### config.mk
export PLATFORM = sky130hd
export DESIGN_NAME = branch_resolve_flat
export DESIGN_NICKNAME = d
export VERILOG_FILES = /design/src/rtl/branch_resolve_if.sv /design/src/rtl/branch_resolve.sv /design/src/flat_wrapper.sv
export SDC_FILE = /design/constraint.sdc
export NUM_CORES = 1
export LEC_CHECK = 0
export CORE_MARGIN = 5
export CORE_UTILIZATION = 38
export DETAILED_ROUTE_END_ITERATION = 6
export DONT_BUFFER_PORTS = 1
export SYNTH_ARGS = -nofsm -noshare
export SYNTH_HDL_FRONTEND = slang
export SYNTH_SLANG_ARGS = --single-unit
### constraint.sdc
create_clock -name fire -period 6.01 [get_ports fire]
set_input_delay 1.202 -clock fire [delete_from_list [all_inputs] [get_ports fire]]
set_output_delay 1.202 -clock fire [all_outputs]
set_load 0.01 [all_outputs]
### src/rtl/branch_resolve_if.sv
// Prediction push, resolve and resolution-packet signals shared by fetch/execute and branch_resolve.
interface branch_resolve_if #(parameter int DEPTH = 4);
  logic                     i_pred_valid;
  logic [31:0]              i_pred_pc;
  logic                     i_pred_taken;
  logic [31:0]              i_pred_target;
  logic [7:0]               i_pred_pos;
  logic                     o_pred_ready;
  logic                     i_res_valid;
  logic                     i_res_taken;
  logic [31:0]              i_res_target;
  logic                     o_fire;
  logic [41:0]              o_data;
  logic [$clog2(DEPTH):0]   o_count;
  logic                     o_underflow;

  modport master (
    output i_pred_valid, i_pred_pc, i_pred_taken, i_pred_target, i_pred_pos,
    output i_res_valid, i_res_taken, i_res_target,
    input  o_pred_ready, o_fire, o_data, o_count, o_underflow
  );

  modport slave (
    input  i_pred_valid, i_pred_pc, i_pred_taken, i_pred_target, i_pred_pos,
    input  i_res_valid, i_res_taken, i_res_target,
    output o_pred_ready, o_fire, o_data, o_count, o_underflow
  );
endinterface

### src/rtl/branch_resolve.sv
// In-order prediction FIFO; pops the oldest prediction on resolve, emits a resolution packet
// with a one-cycle strobe, and flushes all younger (wrong-path) entries on mispredict.
module branch_resolve #(
  parameter int DEPTH = 4
) (
  input  logic             fire,
  input  logic             rst,
  branch_resolve_if.slave  bus
);
  localparam int PW = $clog2(DEPTH);
  localparam logic [PW:0]   FULL  = (PW+1)'(DEPTH);
  localparam logic [PW:0]   CONE  = (PW+1)'(1);
  localparam logic [PW-1:0] PONE  = PW'(1);

  logic [31:0]   pc_mem  [DEPTH];
  logic          tkn_mem [DEPTH];
  logic [31:0]   tgt_mem [DEPTH];
  logic [7:0]    pos_mem [DEPTH];

  logic [PW-1:0] rd_ptr, wr_ptr;
  logic [PW:0]   count;
  logic          fire_q, underflow_q;
  logic [41:0]   data_q;

  logic          res_act, mispredict, flush_now, push;
  logic [31:0]   correct_pc;

  assign bus.o_pred_ready = (count < FULL);
  assign bus.o_count      = count;
  assign bus.o_fire       = fire_q;
  assign bus.o_data       = data_q;
  assign bus.o_underflow  = underflow_q;

  always_comb begin
    res_act    = bus.i_res_valid && (count != '0);
    mispredict = (tkn_mem[rd_ptr] != bus.i_res_taken) ||
                 (bus.i_res_taken && (tgt_mem[rd_ptr] != bus.i_res_target));
    flush_now  = res_act && mispredict;
    push       = bus.i_pred_valid && bus.o_pred_ready && !flush_now;
    correct_pc = bus.i_res_taken ? bus.i_res_target : (pc_mem[rd_ptr] + 32'd4);
  end

  // Storage has no reset: contents are only observed through valid pointers.
  always_ff @(posedge fire) begin
    if (push) begin
      pc_mem[wr_ptr]  <= bus.i_pred_pc;
      tkn_mem[wr_ptr] <= bus.i_pred_taken;
      tgt_mem[wr_ptr] <= bus.i_pred_target;
      pos_mem[wr_ptr] <= bus.i_pred_pos;
    end
  end

  always_ff @(posedge fire or posedge rst) begin
    if (rst) begin
      rd_ptr      <= '0;
      wr_ptr      <= '0;
      count       <= '0;
      fire_q      <= 1'b0;
      data_q      <= '0;
      underflow_q <= 1'b0;
    end else begin
      fire_q <= res_act;
      if (res_act)
        data_q <= {1'b1, mispredict, correct_pc, pos_mem[rd_ptr]};
      if (bus.i_res_valid && (count == '0))
        underflow_q <= 1'b1;

      if (flush_now) begin
        count  <= '0;
        rd_ptr <= wr_ptr;
      end else begin
        if (push)
          wr_ptr <= wr_ptr + PONE;
        if (res_act)
          rd_ptr <= rd_ptr + PONE;
        case ({push, res_act})
          2'b10:   count <= count + CONE;
          2'b01:   count <= count - CONE;
          default: count <= count;
        endcase
      end
    end
  end
endmodule

### src/flat_wrapper.sv
// flat-port wrapper written by rule: the top's interface ports become plain ports
module branch_resolve_flat 
#(
  parameter int DEPTH = 4
)
  (fire, rst, bus_i_pred_valid, bus_i_pred_pc, bus_i_pred_taken, bus_i_pred_target, bus_i_pred_pos, bus_i_res_valid, bus_i_res_taken, bus_i_res_target, bus_o_pred_ready, bus_o_fire, bus_o_data, bus_o_count, bus_o_underflow);
  branch_resolve_if #(.DEPTH(DEPTH)) bus_i ();
  input  logic fire;
  input  logic rst;
  input wire logic [$bits(bus_i.i_pred_valid)-1:0] bus_i_pred_valid;
  input wire logic [$bits(bus_i.i_pred_pc)-1:0] bus_i_pred_pc;
  input wire logic [$bits(bus_i.i_pred_taken)-1:0] bus_i_pred_taken;
  input wire logic [$bits(bus_i.i_pred_target)-1:0] bus_i_pred_target;
  input wire logic [$bits(bus_i.i_pred_pos)-1:0] bus_i_pred_pos;
  input wire logic [$bits(bus_i.i_res_valid)-1:0] bus_i_res_valid;
  input wire logic [$bits(bus_i.i_res_taken)-1:0] bus_i_res_taken;
  input wire logic [$bits(bus_i.i_res_target)-1:0] bus_i_res_target;
  output wire logic [$bits(bus_i.o_pred_ready)-1:0] bus_o_pred_ready;
  output wire logic [$bits(bus_i.o_fire)-1:0] bus_o_fire;
  output wire logic [$bits(bus_i.o_data)-1:0] bus_o_data;
  output wire logic [$bits(bus_i.o_count)-1:0] bus_o_count;
  output wire logic [$bits(bus_i.o_underflow)-1:0] bus_o_underflow;
  assign bus_i.i_pred_valid = bus_i_pred_valid;
  assign bus_i.i_pred_pc = bus_i_pred_pc;
  assign bus_i.i_pred_taken = bus_i_pred_taken;
  assign bus_i.i_pred_target = bus_i_pred_target;
  assign bus_i.i_pred_pos = bus_i_pred_pos;
  assign bus_i.i_res_valid = bus_i_res_valid;
  assign bus_i.i_res_taken = bus_i_res_taken;
  assign bus_i.i_res_target = bus_i_res_target;
  assign bus_o_pred_ready = bus_i.o_pred_ready;
  assign bus_o_fire = bus_i.o_fire;
  assign bus_o_data = bus_i.o_data;
  assign bus_o_count = bus_i.o_count;
  assign bus_o_underflow = bus_i.o_underflow;
  branch_resolve #(.DEPTH(DEPTH)) u_core (.fire(fire), .rst(rst), .bus(bus_i));
endmodule
==> impl_metrics.xml <==
<?xml version="1.0" encoding="UTF-8"?>
<metrics>
  <group name="critical_path">
    <metric name="arrival" unit="ns">5.09</metric>
    <metric name="timing.setup.critical_path_class" unit="">reg2reg</metric>
    <metric name="setup.worst_path.start_class" unit="">register</metric>
    <metric name="r2r_setup_slack" unit="ns">1.32</metric>
    <metric name="path_max_fanout" unit="">40</metric>
    <metric name="worstPathRequired" unit="ns">6.41</metric>
    <metric name="r2r-start" unit="">u_core.rd_ptr[0]$_DFFE_PP0P_</metric>
    <metric name="reg2regPathDepth" unit="">14</metric>
    <metric name="reg2reg_capture_point" unit="">u_core.bus.o_count[2]$_DFFE_PP0P_</metric>
    <metric name="worst_setup_path_end_kind" unit="">register</metric>
    <metric name="timing.critical_path.from" unit="">u_core.rd_ptr[0]$_DFFE_PP0P_</metric>
  </group>
  <group name="timing">
    <metric name="drv_slew" unit="">0</metric>
    <metric name="timing.final.hold_violations" unit="">0</metric>
    <metric name="min_period" unit="ns">4.69</metric>
    <metric name="max_freq" unit="MHz">213</metric>
    <metric name="period_share" unit="%">78.0</metric>
    <metric name="setup_viol" unit="">0</metric>
    <metric name="setup_total_negative_slack" unit="ns">0</metric>
    <metric name="clock_skew" unit="ns">0.0184</metric>
    <metric name="worst_hold_slack" unit="ns">0.525</metric>
    <metric name="max_slew_margin" unit="%">42.1</metric>
    <metric name="worst-slew-pin-transition" unit="ns">0.868</metric>
    <metric name="setup_repair_after_global_routing_missed_its_margin" unit="">no</metric>
  </group>
  <group name="placed_design">
    <metric name="number_of_buffer_cells_added_on_primary_ports" unit="">0</metric>
    <metric name="place.detailed.hpwl" unit="um">23000</metric>
    <metric name="final_weighted_congestion_in_routability_driven_placement" unit="">0.818</metric>
  </group>
  <group name="layout">
    <metric name="flow.area_growth_from_synthesis" unit="%">12.4</metric>
    <metric name="finalNetCount" unit="">940</metric>
    <metric name="layout-drive-gt1-share" unit="%">15.4</metric>
    <metric name="final_core_utilization" unit="%">43.2</metric>
    <metric name="num_antenna_cells" unit="">0</metric>
    <metric name="fillers" unit="">3126</metric>
  </group>
  <group name="detailed_routing">
    <metric name="drtAntennaViolNets" unit="">0</metric>
    <metric name="detail_route.wl_per_cell" unit="um">25.5</metric>
    <metric name="vias_per_cell" unit="">5.33</metric>
    <metric name="vias" unit="">7031</metric>
    <metric name="wirelength" unit="um">33600</metric>
    <metric name="drt-pass1-iter-count" unit="">4</metric>
    <metric name="dr.first_iter.drc_count" unit="">506</metric>
    <metric name="drcViolationCount" unit="">0</metric>
  </group>
  <group name="die">
    <metric name="design.portCount" unit="">158</metric>
    <metric name="core" unit="um^2">36500</metric>
    <metric name="floorplan.initialDensity" unit="%">38.4</metric>
    <metric name="dieWidth" unit="um">202</metric>
    <metric name="die_height" unit="um">202</metric>
    <metric name="floorplan.die_area" unit="um^2">40900</metric>
    <metric name="rows" unit="">70</metric>
  </group>
  <group name="synth">
    <metric name="yosysWarnings" unit="">0</metric>
    <metric name="netlist.area_leader.share" unit="%">62.5</metric>
    <metric name="postSynthNetCount" unit="">922</metric>
    <metric name="synth_seq_cells" unit="">343</metric>
    <metric name="yosys_most_used_dff" unit="">edfxtp_1</metric>
    <metric name="synthCells" unit="">805</metric>
    <metric name="asyncSetResetFlopFracSynth" unit="%">14.9</metric>
    <metric name="synth.yosys.seq_area_share" unit="%">71.5</metric>
    <metric name="yosysTopAreaCell" unit="">edfxtp_1</metric>
    <metric name="synth_edf_count" unit="">292</metric>
    <metric name="yosysUniqueCellTypes" unit="">53</metric>
    <metric name="synth_top_cells_by_area" unit="">edfxtp_1, dfrtp_1, mux4_2</metric>
    <metric name="post_synth_instance_area" unit="um^2">14000</metric>
    <metric name="post_synth.cell_area_avg" unit="um^2">17.4</metric>
  </group>
  <group name="pwr">
    <metric name="cellLeakagePower" unit="uW">0.00543</metric>
    <metric name="vdd_ir_drop_max" unit="V">0.000271</metric>
    <metric name="powerDensity" unit="nW/um^2">482</metric>
  </group>
  <group name="clock_tree">
    <metric name="clk_latency" unit="ns">0.53</metric>
    <metric name="postCtsSetupBuffers" unit="">0</metric>
    <metric name="cts_root_buf" unit="">clkbuf_16</metric>
    <metric name="clk_pin_slew" unit="ns">0.06</metric>
    <metric name="clock_sinks" unit="">343</metric>
    <metric name="ctsHoldBuffers" unit="">0</metric>
    <metric name="numCtsBuffers" unit="">38</metric>
    <metric name="post_cts_resized" unit="">0</metric>
    <metric name="tritoncts" unit="">yes</metric>
    <metric name="clock_tree.htree_level_count" unit="">2</metric>
    <metric name="ctsLongestPathBuffers" unit="">3</metric>
  </group>
  <group name="hold_path">
    <metric name="hold_path.class" unit="">reg2reg</metric>
    <metric name="hold_path_end" unit="">u_core.bus.o_underflow$_DFFE_PP0P_</metric>
    <metric name="whs_path_depth" unit="">1</metric>
    <metric name="hp-start" unit="">u_core.bus.o_underflow$_DFFE_PP0P_</metric>
  </group>
  <group name="status">
    <metric name="status" unit="">finished, final reports clean</metric>
  </group>
  <group name="grt">
    <metric name="grt_use_met2" unit="%">26.0</metric>
    <metric name="track_usage" unit="%">16.5</metric>
    <metric name="first_global_vias" unit="">7351</metric>
    <metric name="antenna_found_initial" unit="">0</metric>
    <metric name="gr-usage-met3" unit="%">7.28</metric>
    <metric name="gr-max-usage-layer" unit="">met2</metric>
    <metric name="grt_start_max_net_pins" unit="">74</metric>
    <metric name="grt_use_met1" unit="%">21.1</metric>
    <metric name="global_route.overflow_total" unit="">0</metric>
    <metric name="grt_first_pass_wirelength" unit="um">50200</metric>
  </group>
  <group name="flow_run">
    <metric name="max_cap_violations" unit="">0</metric>
  </group>
</metrics>
how the worst max path moves through the flow:
stage | endpoint | slack (ns) | cells after the start
after floorplan | u_core.pc_mem[0][0]$_DFFE_PP_ | 0.006 | 7
after global placement | u_core.bus.o_count[2]$_DFFE_PP0P_ | 1.46 | 14
after detailed placement | u_core.bus.o_count[2]$_DFFE_PP0P_ | 1.32 | 14
after global routing | u_core.bus.o_count[2]$_DFFE_PP0P_ | 1.03 | 14
after CTS | u_core.bus.o_count[2]$_DFFE_PP0P_ | 1.31 | 14
final | u_core.bus.o_count[2]$_DFFE_PP0P_ | 1.32 | 14
area by class of cell:
type                            instances  area [um^2]  area share [%]
Clock buffer                           51         1020            6.46
Tap cell                              468          586            3.71
Clock inverter                         18          181            1.15
Multi-Input combinational cell        410         3750            23.8
Sequential cell                       343        10100            63.7
Timing Repair Buffer                   14          130           0.825
Inverter                               16         60.1           0.381
Yosys cell counts, types with 6 or more instances:
cell and number:
nand4_1 7, mux2i_1 43, xor2_1 28, o211ai_1 6, nand2_1 83, dfrtp_1 51
buf_4 8, ha_1 6, clkbuf_1 15, nand3_1 10, o21ai_0 30, inv_1 16
mux4_1 16, xnor2_1 28, nor3_1 8, nor2_1 28, edfxtp_1 292, mux4_2 44
a21oi_1 16
cells in the final DEF, fill, tap and decap left out, types with 3 or more instances in the layout:
master and count:
a21oi_1 16, and2_1 3, and3_1 4, buf_4 12, bufinv_16 3, clkbuf_1 11
clkbuf_16 38, clkinv_1 5, clkinv_2 6, dfrtp_1 49, edfxtp_1 292, ha_1 6
inv_1 15, inv_6 3, mux2i_1 43, mux4_1 16, mux4_2 44, nand2_1 83
nand3_1 10, nand4_1 7, nor2_1 24, nor2_4 4, nor3_1 8, nor4_1 3
o2111ai_1 3, o211ai_1 6, o21ai_0 30, o21ai_1 3, o22ai_1 5, or3_1 3
xnor2_1 28, xor2_1 28
state kept, by name, indices dropped and copies added, names as in the netlist:
signal / cells
u_core.tgt_mem: 128
u_core.bus.o_data: 42
u_core.wr_ptr: 2
u_core.bus.o_underflow: 1
u_core.bus.o_count: 3
u_core.bus.o_fire: 1
u_core.rd_ptr: 2
u_core.tkn_mem: 4
u_core.pc_mem: 128
u_core.pos_mem: 32
layer usage:
metal | vias up | wire, um
met5 | - | 0
met3 | 46 | 3690
met2 | 233 | 15600
met1 | 3577 | 13600
met4 | 0 | 688
li1 | 3175 | -
worst max-delay path: stages, from the launching register on:
cell and delay [ns]:
dfrtp_4 0.93, buf_4 0.42, mux4_2 0.55, xnor2_1 0.15, nand4_1 0.12, nor4_1 0.48
o21ai_1 0.16, o22ai_2 0.40, o211ai_4 0.24, ha_1 0.30, fa_1 0.38, xnor2_1 0.13
nor2_1 0.11, xnor2_1 0.12, nor2_1 0.05
report_power, final:
part	switching, uW	total, uW	internal (uW)
sequential	389	3500	3110
combinational	1060	1880	823
clock	895	2220	1330
total	2340	7600	5260
cell families (layout without fill, tap and decap cells):
| logic type | count (synthesis) | count (layout) | synth area share, % |
|---|---|---|---|
| XOR/XNOR | 56 | 56 | 3.49 |
| AND/OR/NAND/NOR | 162 | 162 | 5.36 |
| adder cells (fa/ha/maj) | 7 | 7 | 0.677 |
| flip-flops | 343 | 343 | 71.5 |
| buffers and inverters | 52 | 99 | 1.99 |
| multiplexers | 105 | 105 | 13.3 |
| AO/OA/AOI/OAI | 80 | 80 | 3.64 |
through the flow:
step	cell area [um^2]	worst slack, ns	cells	power (uW)
finish	15800	1.32	1320	7600
global route	15800	1.03	1320	8010
CTS	15800	1.31	1320	7700
detailed placement	14600	1.32	1251	5470
global placement	14600	1.46	1251	5440
floorplan	14000	0.00565	805	4950
Note: power is estimated with default switching activity, not from simulation.
